==> config.mk <==
export PLATFORM = sky130hd
export DESIGN_NAME = cacheline_adaptor
export DESIGN_NICKNAME = d
export VERILOG_FILES = /design/src/rtl/cache_pkg.sv /design/src/rtl/beat_counter.sv /design/src/rtl/cacheline_adaptor.sv
export SDC_FILE = /design/constraint.sdc
export NUM_CORES = 1
export LEC_CHECK = 0
export CAP_MARGIN = 20
export CORE_MARGIN = 5
export CORE_UTILIZATION = 25
export CTS_CLUSTER_DIAMETER = 50
export DETAILED_ROUTE_END_ITERATION = 8
export PLACE_DENSITY = 0.57
export SETUP_SLACK_MARGIN = 0.5
export SKIP_LAST_GASP = 1
export SLEW_MARGIN = 20
export SYNTH_ARGS = -nofsm -noshare
export SYNTH_HDL_FRONTEND = slang
export SYNTH_SLANG_ARGS = --single-unit
==> constraint.sdc <==
create_clock -name clk -period 3.1 [get_ports clk]
set_input_delay 0.62 -clock clk [delete_from_list [all_inputs] [get_ports clk]]
set_output_delay 0.62 -clock clk [all_outputs]
set_load 0.005 [all_outputs]
==> src/rtl/cache_pkg.sv <==
// Shared constants, state type and small line/address helpers for the
// cache-line-to-memory-burst adaptor.
package cache_pkg;

    localparam int LINE_W   = 256;
    localparam int BURST_W  = 64;
    localparam int BEATS    = LINE_W / BURST_W;
    localparam int OFFSET_W = 5;
    localparam int CNT_W    = $clog2(BEATS);

    typedef enum logic [1:0] {
        IDLE     = 2'd0,
        RD_BURST = 2'd1,
        WR_BURST = 2'd2,
        DONE     = 2'd3
    } adaptor_state_t;

    // Select beat idx of a full line.
    function automatic logic [BURST_W-1:0] line_beat(input logic [LINE_W-1:0] line,
                                                      input logic [CNT_W-1:0]  idx);
        return line[BURST_W*idx +: BURST_W];
    endfunction

    // Clear the in-line byte offset so memory always sees a line-aligned address.
    function automatic logic [31:0] line_align(input logic [31:0] addr);
        return {addr[31:OFFSET_W], {OFFSET_W{1'b0}}};
    endfunction

endpackage

==> src/rtl/beat_counter.sv <==
// Beat index within a burst. Wraps to zero on the final beat; last_o flags
// the cycle in which that final beat is accepted.
module beat_counter
    import cache_pkg::*;
(
    input  logic             clk,
    input  logic             rst,
    input  logic             clear_i,
    input  logic             en_i,
    output logic [CNT_W-1:0] count_o,
    output logic             last_o
);

    logic [CNT_W-1:0] count_q;
    logic [CNT_W-1:0] count_d;
    logic             at_last_s;

    assign at_last_s = (count_q == CNT_W'(BEATS - 1));
    assign last_o    = en_i && at_last_s;
    assign count_o   = count_q;

    // Next count: clear has priority, otherwise step on each accepted beat.
    always_comb begin
        count_d = count_q;
        if (clear_i) begin
            count_d = {CNT_W{1'b0}};
        end else if (en_i) begin
            if (at_last_s) begin
                count_d = {CNT_W{1'b0}};
            end else begin
                count_d = count_q + CNT_W'(1);
            end
        end else begin
            count_d = count_q;
        end
    end

    // Counter register.
    always_ff @(posedge clk or negedge rst) begin
        if (!rst) begin
            count_q <= {CNT_W{1'b0}};
        end else begin
            count_q <= count_d;
        end
    end

endmodule

==> src/rtl/cacheline_adaptor.sv <==
// Cache line port (256 bit) to memory burst port (64 bit) adaptor.
// Every line read or write becomes a burst of BEATS beats, then a one-cycle
// resp_o pulse back to the cache. All outputs are registered.
// Optional protocol checker: define CACHELINE_ADAPTOR_CHECK_EN to enable
// the sticky err_o flag; otherwise err_o is tied low.
module cacheline_adaptor
    import cache_pkg::*;
(
    input  logic               clk,
    input  logic               rst,
    input  logic [LINE_W-1:0]  line_i,
    output logic [LINE_W-1:0]  line_o,
    input  logic [31:0]        address_i,
    input  logic               read_i,
    input  logic               write_i,
    output logic               resp_o,
    input  logic [BURST_W-1:0] burst_i,
    output logic [BURST_W-1:0] burst_o,
    output logic [31:0]        address_o,
    output logic               read_o,
    output logic               write_o,
    input  logic               resp_i,
    output logic               err_o
);

    adaptor_state_t     state_q, state_d;
    logic [31:0]        addr_q, addr_d;
    logic [LINE_W-1:0]  rline_q, rline_d;
    logic [LINE_W-1:0]  wline_q, wline_d;
    logic [BURST_W-1:0] burst_q, burst_d;
    logic               read_q, read_d;
    logic               write_q, write_d;
    logic               resp_q, resp_d;

    logic [CNT_W-1:0]   cnt_s;
    logic               last_s;
    logic               clear_s;
    logic               en_s;

    // Counter is held at zero in IDLE so every burst starts from beat 0;
    // memory strobes outside a burst never move it.
    assign clear_s = (state_q == IDLE);
    assign en_s    = resp_i && ((state_q == RD_BURST) || (state_q == WR_BURST));

    beat_counter u_beat_counter (
        .clk     (clk),
        .rst     (rst),
        .clear_i (clear_s),
        .en_i    (en_s),
        .count_o (cnt_s),
        .last_o  (last_s)
    );

    // Next-state logic plus next values of every registered output.
    always_comb begin
        state_d = state_q;
        addr_d  = addr_q;
        rline_d = rline_q;
        wline_d = wline_q;
        burst_d = burst_q;
        case (state_q)
            IDLE: begin
                if (read_i) begin
                    state_d = RD_BURST;
                    addr_d  = line_align(address_i);
                end else if (write_i) begin
                    state_d = WR_BURST;
                    addr_d  = line_align(address_i);
                    wline_d = line_i;
                    burst_d = line_i[BURST_W-1:0];
                end else begin
                    state_d = IDLE;
                end
            end
            RD_BURST: begin
                if (en_s) begin
                    rline_d[BURST_W*cnt_s +: BURST_W] = burst_i;
                    if (last_s) begin
                        state_d = DONE;
                    end else begin
                        state_d = RD_BURST;
                    end
                end else begin
                    state_d = RD_BURST;
                end
            end
            WR_BURST: begin
                if (en_s) begin
                    if (last_s) begin
                        state_d = DONE;
                    end else begin
                        // Present the following beat only once this one is taken.
                        burst_d = line_beat(wline_q, cnt_s + CNT_W'(1));
                    end
                end else begin
                    state_d = WR_BURST;
                end
            end
            DONE: begin
                state_d = IDLE;
            end
            default: begin
                state_d = IDLE;
            end
        endcase
        read_d  = (state_d == RD_BURST);
        write_d = (state_d == WR_BURST);
        resp_d  = (state_d == DONE);
    end

    // State and registered outputs; reset abandons any burst in flight.
    always_ff @(posedge clk or negedge rst) begin
        if (!rst) begin
            state_q <= IDLE;
            addr_q  <= 32'h0000_0000;
            rline_q <= {LINE_W{1'b0}};
            wline_q <= {LINE_W{1'b0}};
            burst_q <= {BURST_W{1'b0}};
            read_q  <= 1'b0;
            write_q <= 1'b0;
            resp_q  <= 1'b0;
        end else begin
            state_q <= state_d;
            addr_q  <= addr_d;
            rline_q <= rline_d;
            wline_q <= wline_d;
            burst_q <= burst_d;
            read_q  <= read_d;
            write_q <= write_d;
            resp_q  <= resp_d;
        end
    end

    assign line_o    = rline_q;
    assign burst_o   = burst_q;
    assign address_o = addr_q;
    assign read_o    = read_q;
    assign write_o   = write_q;
    assign resp_o    = resp_q;

`ifdef CACHELINE_ADAPTOR_CHECK_EN
    logic err_q;

    // Sticky flag for conflicting requests or stray memory strobes while idle.
    always_ff @(posedge clk or negedge rst) begin
        if (!rst) begin
            err_q <= 1'b0;
        end else if ((state_q == IDLE) && ((read_i && write_i) || resp_i)) begin
            err_q <= 1'b1;
        end
    end

    assign err_o = err_q;
`else
    assign err_o = 1'b0;
`endif

endmodule

==> metrics.md <==
| Metric | Value |
|---|---|
| Outcome | finished clean |
| Slowest stage delay, CP | 0.47 ns |
| Async set-reset flop share out of synthesis | 1.00 |
| Leakage dissipation | 15.3 nW |
| Chip Width | 323 um |
| Max-cap viol count | 0 |
| Number of fillers in the final layout | 9233 |
| Worst-path maximum fanout | 22 |
| Peak supply drop | 0.464 mV |
| Hold Path Class | reg -> reg |
| DP HPWL | 58900 um |
| Largest net degree at the start of global routing | 78 |
| Pre-Repair DR Iteration Count | 5 |
| DRT iter0 DRCs | 791 |
| DRC violations left | 0 |
| Standard cell with the maximum stage delay on the critical path | sky130_fd_sc_hd__dfrtp_4 |
| Yosys synthesis warning count | 0 |
| Tightest Pin Transition | 0.632 ns |
| Clock Latency Late Sink | 0.64 ns |
| All-layer global routing usage | 0.154 |
| Setup repair after global routing missed its margin | false |
| Max H-tree Level | 3 |
| Setup-violating endpoint count in the final report | 0 |
| Proportion of synthesized chip area in sequential cells | 0.622 |
| Via Count | 16800 |
| Wire length of the first global-routing pass | 123000 um |
| Total non-filler cell area in the finished layout | 36500 um2 |
| Total detailed-routing wirelength | 82600 um |
| Category of the worst setup path capture point | flip-flop |
| Clock tree sinks | 610 |
| Number of synthesized register bits | 610 |
| Skew final | 0.0283 ns |
| Maximum count of clock buffers along a single path | 3 |
| Share of layout cells above drive strength 1 | 0.304 |
| Gr ovfl total | 0 |
| Period Utilization, post-route | 0.764 |
| Critical path class | reg -> reg |
| Clock Root Buffer | sky130_fd_sc_hd__clkbuf_16 |
| Cts bufs inserted | 82 |
| Chain of cells forming the critical path | clkinvlp_4 -> ha_4 -> buf_12 -> buf_12 -> mux4_2 -> mux2_2 -> mux2_2 |
| Crit path buffers/inverters | 3 |
| Die extent in y | 323 um |
| Number of pins exceeding their max-slew limit in the final report | 0 |
| Arrival time at the worst endpoint | 2.87 ns |
| Leading cell type in the layout, fill and taps excluded | sky130_fd_sc_hd__clkdlybuf4s50_1 |
| Number of vias per cell after detailed routing | 4.64 |
| Power density normalized to cell area | 870 nW/um2 |
| Number of global-route vias before repair | 18600 |
| CTS tree | done |
| Final sum of negative setup slack | 0 ns |
| Maximum operating frequency | 422 MHz |
| Startpoint class of the critical path | flip-flop |
| Initial antenna violation count | 22 |
| Synth-to-Final Area Change | 48.8% |
| Worst slew margin | 0.578 |
| Area of the mapped netlist | 24500 um2 |
| Distinct cells, synth | 31 |
| Area after detailed placement | 33600 um2 |
| Synthesized instance count | 1509 |
| Area of the placeable core | 98000 um2 |
| Top Ports | 713 |
| Mean instance size in the synthesized netlist | 16.3 um2 |
| Count of flip-flops with a built-in enable after synthesis | 0 |
| GPL Wtd Cong | 0.816 |
| Average wire per standard cell | 22.8 um |
| Count of input and output buffers | 701 |
| Register-to-Register Setup Slack | 0.73 ns |
| Number of nets in the finished design | 2627 |
| Starting density of the core | 0.251 |
| Register clock-pin slew on the reported worst setup and hold paths | 0.05 ns |
| Dominant synthesized flop cell | sky130_fd_sc_hd__dfrtp_1 |
| Highest-count cells in the layout ignoring fill and taps | 700 x sky130_fd_sc_hd__clkdlybuf4s50_1, 609 x sky130_fd_sc_hd__dfrtp_1, 406 x sky130_fd_sc_hd__mux2_2 |
| Final Hold Fails | 0 |
| Min Tclk post-route | 2.37 ns |
| Critical path's top delay family | multiplexers |
| FP Rows | 115 |
| DIE AREA | 105000 um2 |
| Worst endpoint required time | 3.60 ns |
| Post-DRT Antenna Nets | 0 |
[logic make-up (layout without fill, tap and decap cells)]
logic type                 after synthesis  in the layout  synth area share
DFF                                    610            610             0.622
muxes                                  476            476             0.249
AOI/OAI and AO/OA                      265            265            0.0939
buffers and inverters                  123            935            0.0243
and+or+nand+nor                         25             25           0.00668
adders and majority gates                9              9           0.00459
other                                    1             17          0.000153
[report_power, final]
part	switching, mW	total (mW)	internal (mW)
clock network	3.77	9.61	5.84
registers	1.52	12.2	10.7
logic	3.60	9.92	6.32
total	8.88	31.8	22.9
[what timing repair did]
item | 4_1_cts | 5_1_grt
pin swaps | 1 | 0
setup buffers | 4 | 4
hold buffers | 1 | 0
resized for setup | 0 | 1
endpoints found under the setup margin | 240 | 71
endpoints found under the hold margin | 36 | 0
[layout make-up]
cell class | instances | area (um2) | area share
diodes | 11 | 27.5 | 0.000754
clock buffers | 104 | 2220 | 0.0609
clock inverters | 45 | 581 | 0.0159
inverters | 4 | 18.8 | 0.000514
multi-input cells | 781 | 8770 | 0.240
flip-flops and latches | 610 | 15300 | 0.418
well taps | 1287 | 1610 | 0.0441
repair buffers | 782 | 8020 | 0.220
[path summary, 6_finish.rpt]
| check | startpoint | cells past startpoint | endpoint |
|---|---|---|---|
| hold / removal | line_o[179]$_DFFE_PN0P_ | 1 | line_o[179]$_DFFE_PN0P_ |
| hold reg to reg | line_o[179]$_DFFE_PN0P_ | 1 | line_o[179]$_DFFE_PN0P_ |
| min in group asynchronous | rst | 2 | state_q[0]$_DFF_PN0_ |
| max in group asynchronous | rst | 4 | wline_q[56]$_DFFE_PN0P_ |
| setup reg to reg | u_beat_counter.count_o[0]$_DFFE_PN0P_ | 7 | burst_o[40]$_DFFE_PN0P_ |
| setup / recovery | u_beat_counter.count_o[0]$_DFFE_PN0P_ | 7 | burst_o[40]$_DFFE_PN0P_ |
[cell usage after synthesis (2+ instances only)]
library cell	n	area (um2)
sky130_fd_sc_hd__nor2_1	2	7.51
sky130_fd_sc_hd__nor4b_1	2	17.5
sky130_fd_sc_hd__mux2_2	406	4570
sky130_fd_sc_hd__nand2_1	5	18.8
sky130_fd_sc_hd__clkbuf_1	40	150
sky130_fd_sc_hd__inv_1	4	15.0
sky130_fd_sc_hd__dfrtp_1	610	15300
sky130_fd_sc_hd__nand3_1	6	30.0
sky130_fd_sc_hd__buf_4	6	45.0
sky130_fd_sc_hd__nand3b_1	4	30.0
sky130_fd_sc_hd__a22o_1	256	2240
sky130_fd_sc_hd__buf_8	2	30.0
sky130_fd_sc_hd__a21oi_1	2	10.0
sky130_fd_sc_hd__ha_1	9	113
sky130_fd_sc_hd__buf_1	4	15.0
sky130_fd_sc_hd__mux4_2	64	1440
sky130_fd_sc_hd__buf_2	66	330
sky130_fd_sc_hd__o21ai_0	2	10.0
sky130_fd_sc_hd__mux2_4	6	90.1
sky130_fd_sc_hd__nand2b_1	2	12.5
[routing by layer]
layer | track usage | vias up | routed length, um
met3 | 0.0571 | 129 | 7600
li1 | - | 7256 | -
met5 | 0 | - | 157
met1 | 0.182 | 8756 | 32000
met4 | 0.0448 | 22 | 1850
met2 | 0.264 | 637 | 41000
[flip-flops by register name, summed over array words and instances (netlist names)]
| name | flops |
|---|---|
| address_o | 27 |
| burst_o | 64 |
| line_o | 256 |
| read_o | 1 |
| resp_o | 1 |
| state_q | 2 |
| u_beat_counter.count_o | 2 |
| wline_q | 256 |
| write_o | 1 |
[through the flow]
step | util | hold WS [ns] | setup slack [ns] | power, mW | cells
global placement | 0.343 | 0.483 | 0.200 | 22.0 | 3455
CTS | 0.372 | 0.463 | 0.525 | 32.3 | 3609
finish | 0.373 | 0.499 | 0.731 | 31.8 | 3624
floorplan | - | 0.324 | 0.532 | 17.4 | 1514
detailed placement | 0.343 | 0.488 | 0.182 | 22.3 | 3455
global route | 0.373 | 0.504 | 0.634 | 33.5 | 3615
(Power assumes the default switching activity.)
